## src/rtl/pipe_skid.sv

```systemverilog
// Two-entry valid/ready register slice: main drives the output, skid absorbs the
// one extra beat accepted while the consumer stalls, so in_rdy can be registered.
module pipe_skid #(
    parameter int unsigned  W    = 8,
    parameter logic [W-1:0] INIT = '0
) (
    input  logic         clk,
    input  logic         arst,
    input  logic         in_vld,
    input  logic [W-1:0] in_dat,
    output logic         in_rdy,
    output logic         out_vld,
    output logic [W-1:0] out_dat,
    input  logic         out_rdy
);

    typedef enum logic [1:0] {
        EMPTY,
        BUSY,
        FULL
    } state_t;

    state_t       state;
    state_t       next_state;
    logic [W-1:0] main_q;
    logic [W-1:0] skid_q;
    logic         main_en;
    logic         main_sel_skid;
    logic         skid_en;
    logic         push;
    logic         pop;

    assign push    = in_vld & in_rdy;
    assign pop     = out_vld & out_rdy;
    assign out_dat = main_q;

    always_comb begin
        next_state    = state;
        main_en       = 1'b0;
        main_sel_skid = 1'b0;
        skid_en       = 1'b0;
        case (state)
            EMPTY: begin
                if (push) begin
                    next_state = BUSY;
                    main_en    = 1'b1;
                end
            end
            BUSY: begin
                if (push && pop) begin
                    main_en = 1'b1;
                end else if (push) begin
                    next_state = FULL;
                    skid_en    = 1'b1;
                end else if (pop) begin
                    next_state = EMPTY;
                end
            end
            FULL: begin
                // in_rdy is low here, so in_vld cannot reach either register
                if (pop) begin
                    next_state    = BUSY;
                    main_en       = 1'b1;
                    main_sel_skid = 1'b1;
                end
            end
            default: next_state = EMPTY;
        endcase
    end

    // Handshake flags are registered copies of the decoded next state.
    always_ff @(posedge clk or posedge arst) begin
        if (arst) begin
            state   <= EMPTY;
            in_rdy  <= 1'b1;
            out_vld <= 1'b0;
        end else begin
            state   <= next_state;
            in_rdy  <= (next_state != FULL);
            out_vld <= (next_state != EMPTY);
        end
    end

    always_ff @(posedge clk or posedge arst) begin
        if (arst) begin
            main_q <= INIT;
        end else if (main_en) begin
            main_q <= main_sel_skid ? skid_q : in_dat;
        end
    end

    always_ff @(posedge clk or posedge arst) begin
        if (arst) begin
            skid_q <= INIT;
        end else if (skid_en) begin
            skid_q <= in_dat;
        end
    end

    a_no_push_full: assert property (@(posedge clk) disable iff (arst)
        !(state == FULL && push));

    a_no_pop_empty: assert property (@(posedge clk) disable iff (arst)
        !(state == EMPTY && pop));

    a_occupancy: assert property (@(posedge clk) disable iff (arst)
        (in_rdy == (state != FULL)) && (out_vld == (state != EMPTY)));

endmodule

```

## config.mk

```make
export PLATFORM = sky130hd
export DESIGN_NAME = pipe_skid
export DESIGN_NICKNAME = d
export VERILOG_FILES = /design/src/rtl/pipe_skid.sv
export SDC_FILE = /design/constraint.sdc
export NUM_CORES = 1
export LEC_CHECK = 0
export BUFFER_PORTS_ARGS = -buffer_cell sky130_fd_sc_hd__buf_4
export CORE_MARGIN = 5
export CORE_UTILIZATION = 40
export CTS_BUF_LIST = sky130_fd_sc_hd__clkbuf_8
export DETAILED_ROUTE_END_ITERATION = 16
export SLEW_MARGIN = 20
export SYNTH_ARGS = -nofsm -noshare
export SYNTH_HDL_FRONTEND = slang
export SYNTH_SLANG_ARGS = --single-unit
```

## constraint.sdc

```tcl
create_clock -name clk -period 2.1 [get_ports clk]
set_clock_uncertainty 0.2 [all_clocks]
set_input_delay 0.315 -clock clk [delete_from_list [all_inputs] [get_ports clk]]
set_output_delay 0.315 -clock clk [all_outputs]
set_load 0.02 [all_outputs]
```

# Yosys cells after proc, flatten, opt, wreduce, memory -nomap -nowiden
# Index checks and enable logic that the tools add are counted.
# word_totals
inputBits,12
wordCells,27
ff_bits,20
# op_classes
n_eq_ne,3
bitwise,2
n_reduce_logical,3
n_mux,14
# op_table
operator,n
2-bit two-way mux,5
8-bit two-way mux,1
1-bit two-way mux,6
2-bit case mux with 3 select lines,1
1-bit case mux with 3 select lines,1
1-bit AND,2
"2-bit by 1-bit == test with 1-bit output, second input constant",1
"2-bit == test, second input constant",1
2-bit zero test,1
"2-bit != test, second input constant",1
2-bit nonzero test,1
1-bit logical AND,1

# Longest topological paths before layout
# Gate-level depths: netlist of run 1.
# logic_depth
depth_word,6
depth_mapped,4
mapped_depth_nobuf,3

# Worst setup path after synthesis of run 1
# OpenSTA, ideal clock, no wires.
# synth_timing
path_type,register -> register
start,register in_rdy
end,register main_q[0] (netlist: out_dat[0])
synth_period_minus_slack_ns,1.734
slack_ns,0.366
arrival_time_ns,1.410
path_buffers,0
required_ns,1.775
setup_time_ns,0.125
path_stages_with_launch,4
path_cell_list,dfstp_2 nand4_1 o211ai_2 mux2_2
# synth_between
elab_chain_cells,4
word_cells_on_any_way,5
# synth_rtl
element,line,source
from (decl),11,"output logic in_rdy,"
from (signal assigned),79,in_rdy <= (next_state != FULL);
1-bit AND *,33,assign push = in_vld & in_rdy;
1-bit logical AND,50,if (push && pop) begin
1-bit two-way mux,50,
1-bit case mux with 3 select lines *,42,case (state)
to (signal assigned),88,main_q <= main_sel_skid ? skid_q : in_dat;
to (decl),25,logic [W-1:0] main_q;
# Every way passes the cells marked *; elsewhere a longest branch is shown, timed or not.
# A chain may end at the register's enable or synchronous reset.

# Worst setup path in the final report of run 1
# layout_timing
start,register in_rdy
end,register main_q[2] (netlist: out_dat[2])
# The elaborated chain is that of the path after synthesis.

==> metrics.md, run 1 <==
| Metric | Value |
|---|---|
| Setup violators final | `0` |
| Top area cells in the synthesized netlist | `dfrtp_1 (51%), mux2_2 (30%), dfstp_2 (2.8%)` |
| Leading area contributor after synthesis | `dfrtp_1` |
| Slew Limit Headroom | `67.9%` |
| Diodes inserted | `0` |
| Residual DRC | `0` |
| Largest net degree at the start of global routing | `21` |
| Layout cells sized above 1 | `62.2%` |
| Status | `complete, no violations` |
| Met2 WL | `a little over 900 µm` |
| Sequential-to-total area share from yosys stat | `54.2%` |
| Grt ovf | `0` |
| Resized cells post-CTS | `0` |
| Post-DP Area | `0.00112 mm²` |
| P&R area growth vs syn | `26.8%` |
| Synth warnings | `0` |
| Final GP Congestion | `between 0.7 and 0.8` |
| Vias per inst | `5.19` |
| Seq cells post-synth | `20` |
| Dpl ws | `about 290 ps` |
| Distinct cells, synth | `19` |
| Kind of critical path | `reg2reg` |
| Setup slack after layout | `about 270 ps` |
| Detailed placer's ending HPWL | `1340 µm` |
| Final instance area | `between 0.001 and 0.0015 mm²` |
| Router iterations before antenna repair | `2` |
| Min-delay worst type | `in2reg` |
| Setup crit start kind | `flop` |
| DR WL/cell | `15.2 µm` |
| VDD IR-drop max | `a little over 0.8 mV` |
| EDFF count, synth | `0` |
| Top layer in use | `met4` |
| Clock sink count | `20` |
| Setup_tns | `0 ps` |
| Syn Nets | `76` |
| Max Freq | `about 0.55 GHz` |
| MaxCap Viol Count | `0` |
| Ports | `22` |
| CTS Buf Count | `3` |
| CTS tree | `done` |
| Final Max Slew Viols | `0` |
| H-tree depth | `1` |
| FP Rows | `17` |
| Synth Area per Inst | `14.5 µm²` |
| Antenna violations before repair | `0` |
| Port Buf Inserts | `21` |
| Worst Tran Pin Value | `just under 500 ps` |
| Leakage | `0.542 nW` |
| Residual antenna-violating net count after detailed routing | `0` |
| DR iter-0 viols | `5` |
| Worst-path clk slew | `80 ps` |
| Critical Path Fanout Max | `8` |
| WL met1 | `766 µm` |
| Vias in the first global route | `between 600 and 700` |
| Cells after Synth | `64` |
| Clk Latency, worst-skew pair | `260 ps` |
| Fin. Hold Viols | `0` |
| Total GRT Usage | `12.5%` |
| Via count | `612` |
| First-pass GRT wire length | `3170 µm` |
| Crit end category | `flop` |
| Top post-synthesis cells by count | `mux2_2 (25), dfrtp_1 (19), nand2_1 (4)` |
| Initial Util | `roughly two fifths` |
| Tcrit/Tclk final | `87.0%` |
| Minimum clock period | `1830 ps` |
| Post-Syn Area | `about 930 µm²` |
| Die X | `58.1 µm` |
| Met3 WL | `just under 90 µm` |
| Area share of the largest cell type after synthesis | `51.4%` |
| Clock buffer depth | `2` |
| Worst endpoint required time | `2030 ps` |
| Top_reg_cell synth | `dfrtp_1` |
| Top-count cell post-synth | `mux2_2` |
| Post-synth ARST share | `100%` |
| Die Ht | `just under 60 µm` |
| Unrepaired setup endpoints after global routing | `false` |
| Worst Path Arrival | `1760 ps` |
| Clock root buffer | `clkbuf_8` |
| Pwr per Cell Area | `1490 mW/mm²` |
| Nets | `103` |
| DIE AREA | `0.00338 mm²` |
| Detailed Route WL | `about 1800 µm` |
| Core ar. | `0.00221 mm²` |
==> routing by layer <==
layer,GRT usage [%],up-vias
li1,-,285
met1,14.7,313
met2,21.1,12
met3,3.34,2
met4,5.96,0
met5,0,-
==> state kept, by name, indices dropped and copies added (netlist names) <==
name	count
out_dat	8
state	2
skid_q	8
in_rdy	1
out_vld	1
==> cell families after synthesis <==
family / share of synthesized area (%)
buffers and inverters: 1.22
DFF: 54.2
AOI/OAI and AO/OA: 3.65
muxes: 30.4
and+or+nand+nor: 10.5
==> worst max-delay path: stages (launching register included) <==
cell and delay, ps:
dfstp_2 570, nand4_1 120, o211ai_2 430, mux2_2 400
==> layout by cell type, fill, tap and decap left out <==
master,n
a21oi_1,1
dfrtp_1,19
and3b_1,1
dfstp_2,1
nor2_1,1
nand4bb_1,1
buf_4,22
o211ai_2,1
nand4_1,1
and2_1,1
o22ai_1,1
inv_1,2
dlygate4sd3_1,1
mux2_2,25
nand2_1,4
nand4b_4,1
a21bo_2,1
nand3_2,1
clkbuf_8,3
or2_2,1
nor2b_1,1
==> worst paths after layout <==
kind / start / endpoint / slack, ps / cells past startpoint
max in group asynchronous: arst / in_rdy / 980 / 4
min: in_dat[3] / skid_q[3] / 90 / 2
min in group asynchronous: arst / skid_q[4] / 440 / 4
max: in_rdy / out_dat[2] / 270 / 3
max reg2reg: in_rdy / out_dat[2] / 270 / 3
min reg2reg: skid_q[5] / skid_q[5] / 310 / 1
==> per-stage QoR <==
stage          hold slack [ps]  power (mW)  std cells  utilization, %
5_1_grt                   91.7        1.87        118            53.1
2_1_floorplan             78.1        1.25         64               -
3_3_place_gp               163        1.49        113            50.6
4_1_cts                   88.7        1.77        118            53.1
6_report                  92.2        1.75        118            53.1
3_5_place_dp               172        1.51        113            50.6
==> final cells by class <==
cell class | instances | area [µm²]
fillers | 209 | 1040
clock buffers | 3 | 41.3
inverters | 1 | 3.75
flip-flops and latches | 20 | 502
multi-input cells | 42 | 413
repair buffers | 23 | 175
clock inverters | 1 | 3.75
well taps | 28 | 35.0
==> power breakdown <==
group | total (mW) | internal [mW] | switching (mW)
combinational | 0.759 | 0.424 | 0.335
sequential | 0.735 | 0.590 | 0.145
clock | 0.251 | 0.130 | 0.121
==> timing repair <==
action	in CTS	in global routing
setup endpoints to repair	0	0
buffers inserted	0	0
hold buffers	1	0
hold endpoints to repair	19	0
Note: power is estimated with default switching activity, not from simulation.
==> run 2: changes to the inputs <==
--- a/config.mk
+++ b/config.mk
@@ -10,6 +10,7 @@
 export CORE_UTILIZATION = 40
 export CTS_BUF_LIST = sky130_fd_sc_hd__clkbuf_8
 export DETAILED_ROUTE_END_ITERATION = 16
+export GPL_TIMING_DRIVEN = 0
 export SLEW_MARGIN = 20
 export SYNTH_ARGS = -nofsm -noshare
 export SYNTH_HDL_FRONTEND = slang
==> metrics.md, run 2 (synthesis gave the netlist of run 1 again) <==
| Metric | Value |
|---|---|
| Status | `finished with violations` |
| Failing checks | `negative hold slack` |
| Setup crit start kind | `flop` |
| Part of the power in combinational logic | `41.8% (-1.7 points)` |
| Fin Hold WS | `-17.3 ps (-109 ps)` |
| DR iter-0 viols | `6 (+1)` |
| P&R area growth vs syn | `28.5%` |
| Clock buffer depth | `2 (unchanged)` |
| Most frequent cells in the layout | `mux2_2 (25), buf_4 (22), dfrtp_1 (19)` |
| Worst Path Arrival | `1820 ps (+60 ps)` |
| Slew Limit Headroom | `49.9% (-18 points)` |
| Post-CTS setup buffer count | `0 (unchanged)` |
| Max Freq | `0.534 GHz (-2.6%)` |
| Core ar. | `0.00221 mm² (unchanged)` |
| Initial Util | `41.9% (unchanged)` |
| Antenna violations before repair | `0 (unchanged)` |
| Detailed placer's ending HPWL | `1200 µm (-10%)` |
| # fillers | `204 (-2.4%)` |
| Cell Int Power | `1.28 mW (+12%)` |
| Final GP Congestion | `0.694 (-1.7%)` |
| MaxCap Viol Count | `0 (unchanged)` |
| Router iterations before antenna repair | `2 (unchanged)` |
| Vias per inst | `4.93 (-4.9%)` |
| DIE AREA | `0.00338 mm² (unchanged)` |
| Vias in the first global route | `589 (-16%)` |
| Pwr per Cell Area | `1580 mW/mm² (+6.4%)` |
| First-pass GRT wire length | `2740 µm (-14%)` |
| FP Rows | `17 (unchanged)` |
| Critical Path Fanout Max | `8 (unchanged)` |
| VDD IR-drop max | `0.732 mV (-11%)` |
| Tcrit/Tclk final | `89.2% (+2.3 points)` |
| Ports | `22 (unchanged)` |
| Clock sink count | `20 (unchanged)` |
| Residual DRC | `0 (unchanged)` |
| Via count | `577 (-5.7%)` |
| Worst-path clk slew | `70 ps (about the same)` |
| Met2 WL | `756 µm (-18%)` |
| Layout cells sized above 1 | `64.0% (+1.8 points)` |
| Final Max Slew Viols | `0 (unchanged)` |
| Worst endpoint required time | `2050 ps (+20 ps)` |
| Min-delay worst type | `in2async` |
| Worst Tran Pin Value | `750 ps (+270 ps)` |
| Setup_tns | `0 ps (unchanged)` |
| Sw frac | `32.2% (-2.2 points)` |
| Clock group share of total power | `20.6% (+6.2 points)` |
| WL met1 | `760 µm (-0.78%)` |
| Met3 WL | `96 µm (+9.1%)` |
| H-tree depth | `1 (unchanged)` |
| Fin. Hold Viols | `19 (+19)` |
| Die X | `58.1 µm (unchanged)` |
| Commonest non-fill, non-tap cell in the layout | `mux2_2` |
| Kind of critical path | `reg2reg` |
| CTS Buf Count | `3 (unchanged)` |
| Setup violators final | `0 (unchanged)` |
| Hold-fix buffers, CTS | `0 (-1)` |
| Final instance area | `0.00119 mm² (+1.4%)` |
| DR WL/cell | `14.3 µm (-6.1%)` |
| Die Ht | `58.1 µm (unchanged)` |
| Clk Latency, worst-skew pair | `260 ps (about the same)` |
| Detailed Route WL | `1670 µm (-6.9%)` |
| P_sw | `606 µW (+0.89%)` |
| Top layer in use | `met4` |
| Resized cells post-CTS | `0 (unchanged)` |
| Total GRT Usage | `11.3% (-1.3 points)` |
| Residual antenna-violating net count after detailed routing | `0 (unchanged)` |
| Unrepaired setup endpoints after global routing | `false` |
| Seq pwr share | `37.6% (-4.5 points)` |
| Leakage | `0.547 nW (+0.93%)` |
| Largest net degree at the start of global routing | `21 (unchanged)` |
| Nets | `102 (-0.97%)` |
| Minimum clock period | `1870 ps (+48.0 ps)` |
| Post-DP Area | `0.00112 mm² (unchanged)` |
| Diodes inserted | `0 (unchanged)` |
| CTS tree | `done` |
| Port Buf Inserts | `21 (unchanged)` |
| Clock root buffer | `clkbuf_8` |
| Grt ovf | `0 (unchanged)` |
| Crit end category | `flop` |
## run 2: per-layer routing
metal	vias to the layer above	GRT usage [%]
met2	15	16.8
met5	-	0
met3	5	3.79
met4	0	8.94
met1	277	13.2
li1	280	-
## run 2: final cells by class
cell class | count | area, µm² | area share, %
Timing Repair Buffer | 21 | 158 | 13.2
Inverter | 1 | 3.75 | 0.315
Clock buffer | 3 | 41.3 | 3.47
Clock inverter | 1 | 30.0 | 2.52
Buffer | 1 | 7.51 | 0.631
Tap cell | 28 | 35.0 | 2.94
Sequential cell | 20 | 502 | 42.2
Multi-Input combinational cell | 42 | 413 | 34.7
## run 2: path summary, 6_finish.rpt
path | startpoint | to | slack [ps] | cells after the start
min in group clk | in_dat[1] | skid_q[1] | 90 | 2
worst min register to register | skid_q[3] | skid_q[3] | 300 | 1
worst max-delay path | in_rdy | out_dat[1] | 230 | 3
worst max register to register | in_rdy | out_dat[1] | 230 | 3
worst min-delay path | arst | state[0] | -20 | 2
max in group asynchronous | arst | skid_q[1] | 1250 | 2
## run 2: metrics by stage
stage	power [mW]	cells	worst slack, ps	utilization, %
after floorplan	1.25	64	366	-
after global placement	1.50	113	238	50.6
after detailed placement	1.52	113	231	50.6
after CTS	1.91	117	231	53.8
after global routing	2.00	117	174	53.8
final	1.88	117	226	53.8
## run 2: worst max-delay path, cell delays in order, from the launching register on
cell	delay (ps)
dfstp_2	580
nand4_1	120
o211ai_2	470
mux2_2	400
## run 2: power groups by stage
stage | logic (mW) | registers (mW) | clock network, mW
2_1_floorplan | 0.432 | 0.815 | 0
3_3_place_gp | 0.790 | 0.706 | 0
3_5_place_dp | 0.799 | 0.718 | 0
4_1_cts | 0.798 | 0.712 | 0.400
5_1_grt | 0.844 | 0.741 | 0.410
6_report | 0.787 | 0.709 | 0.387
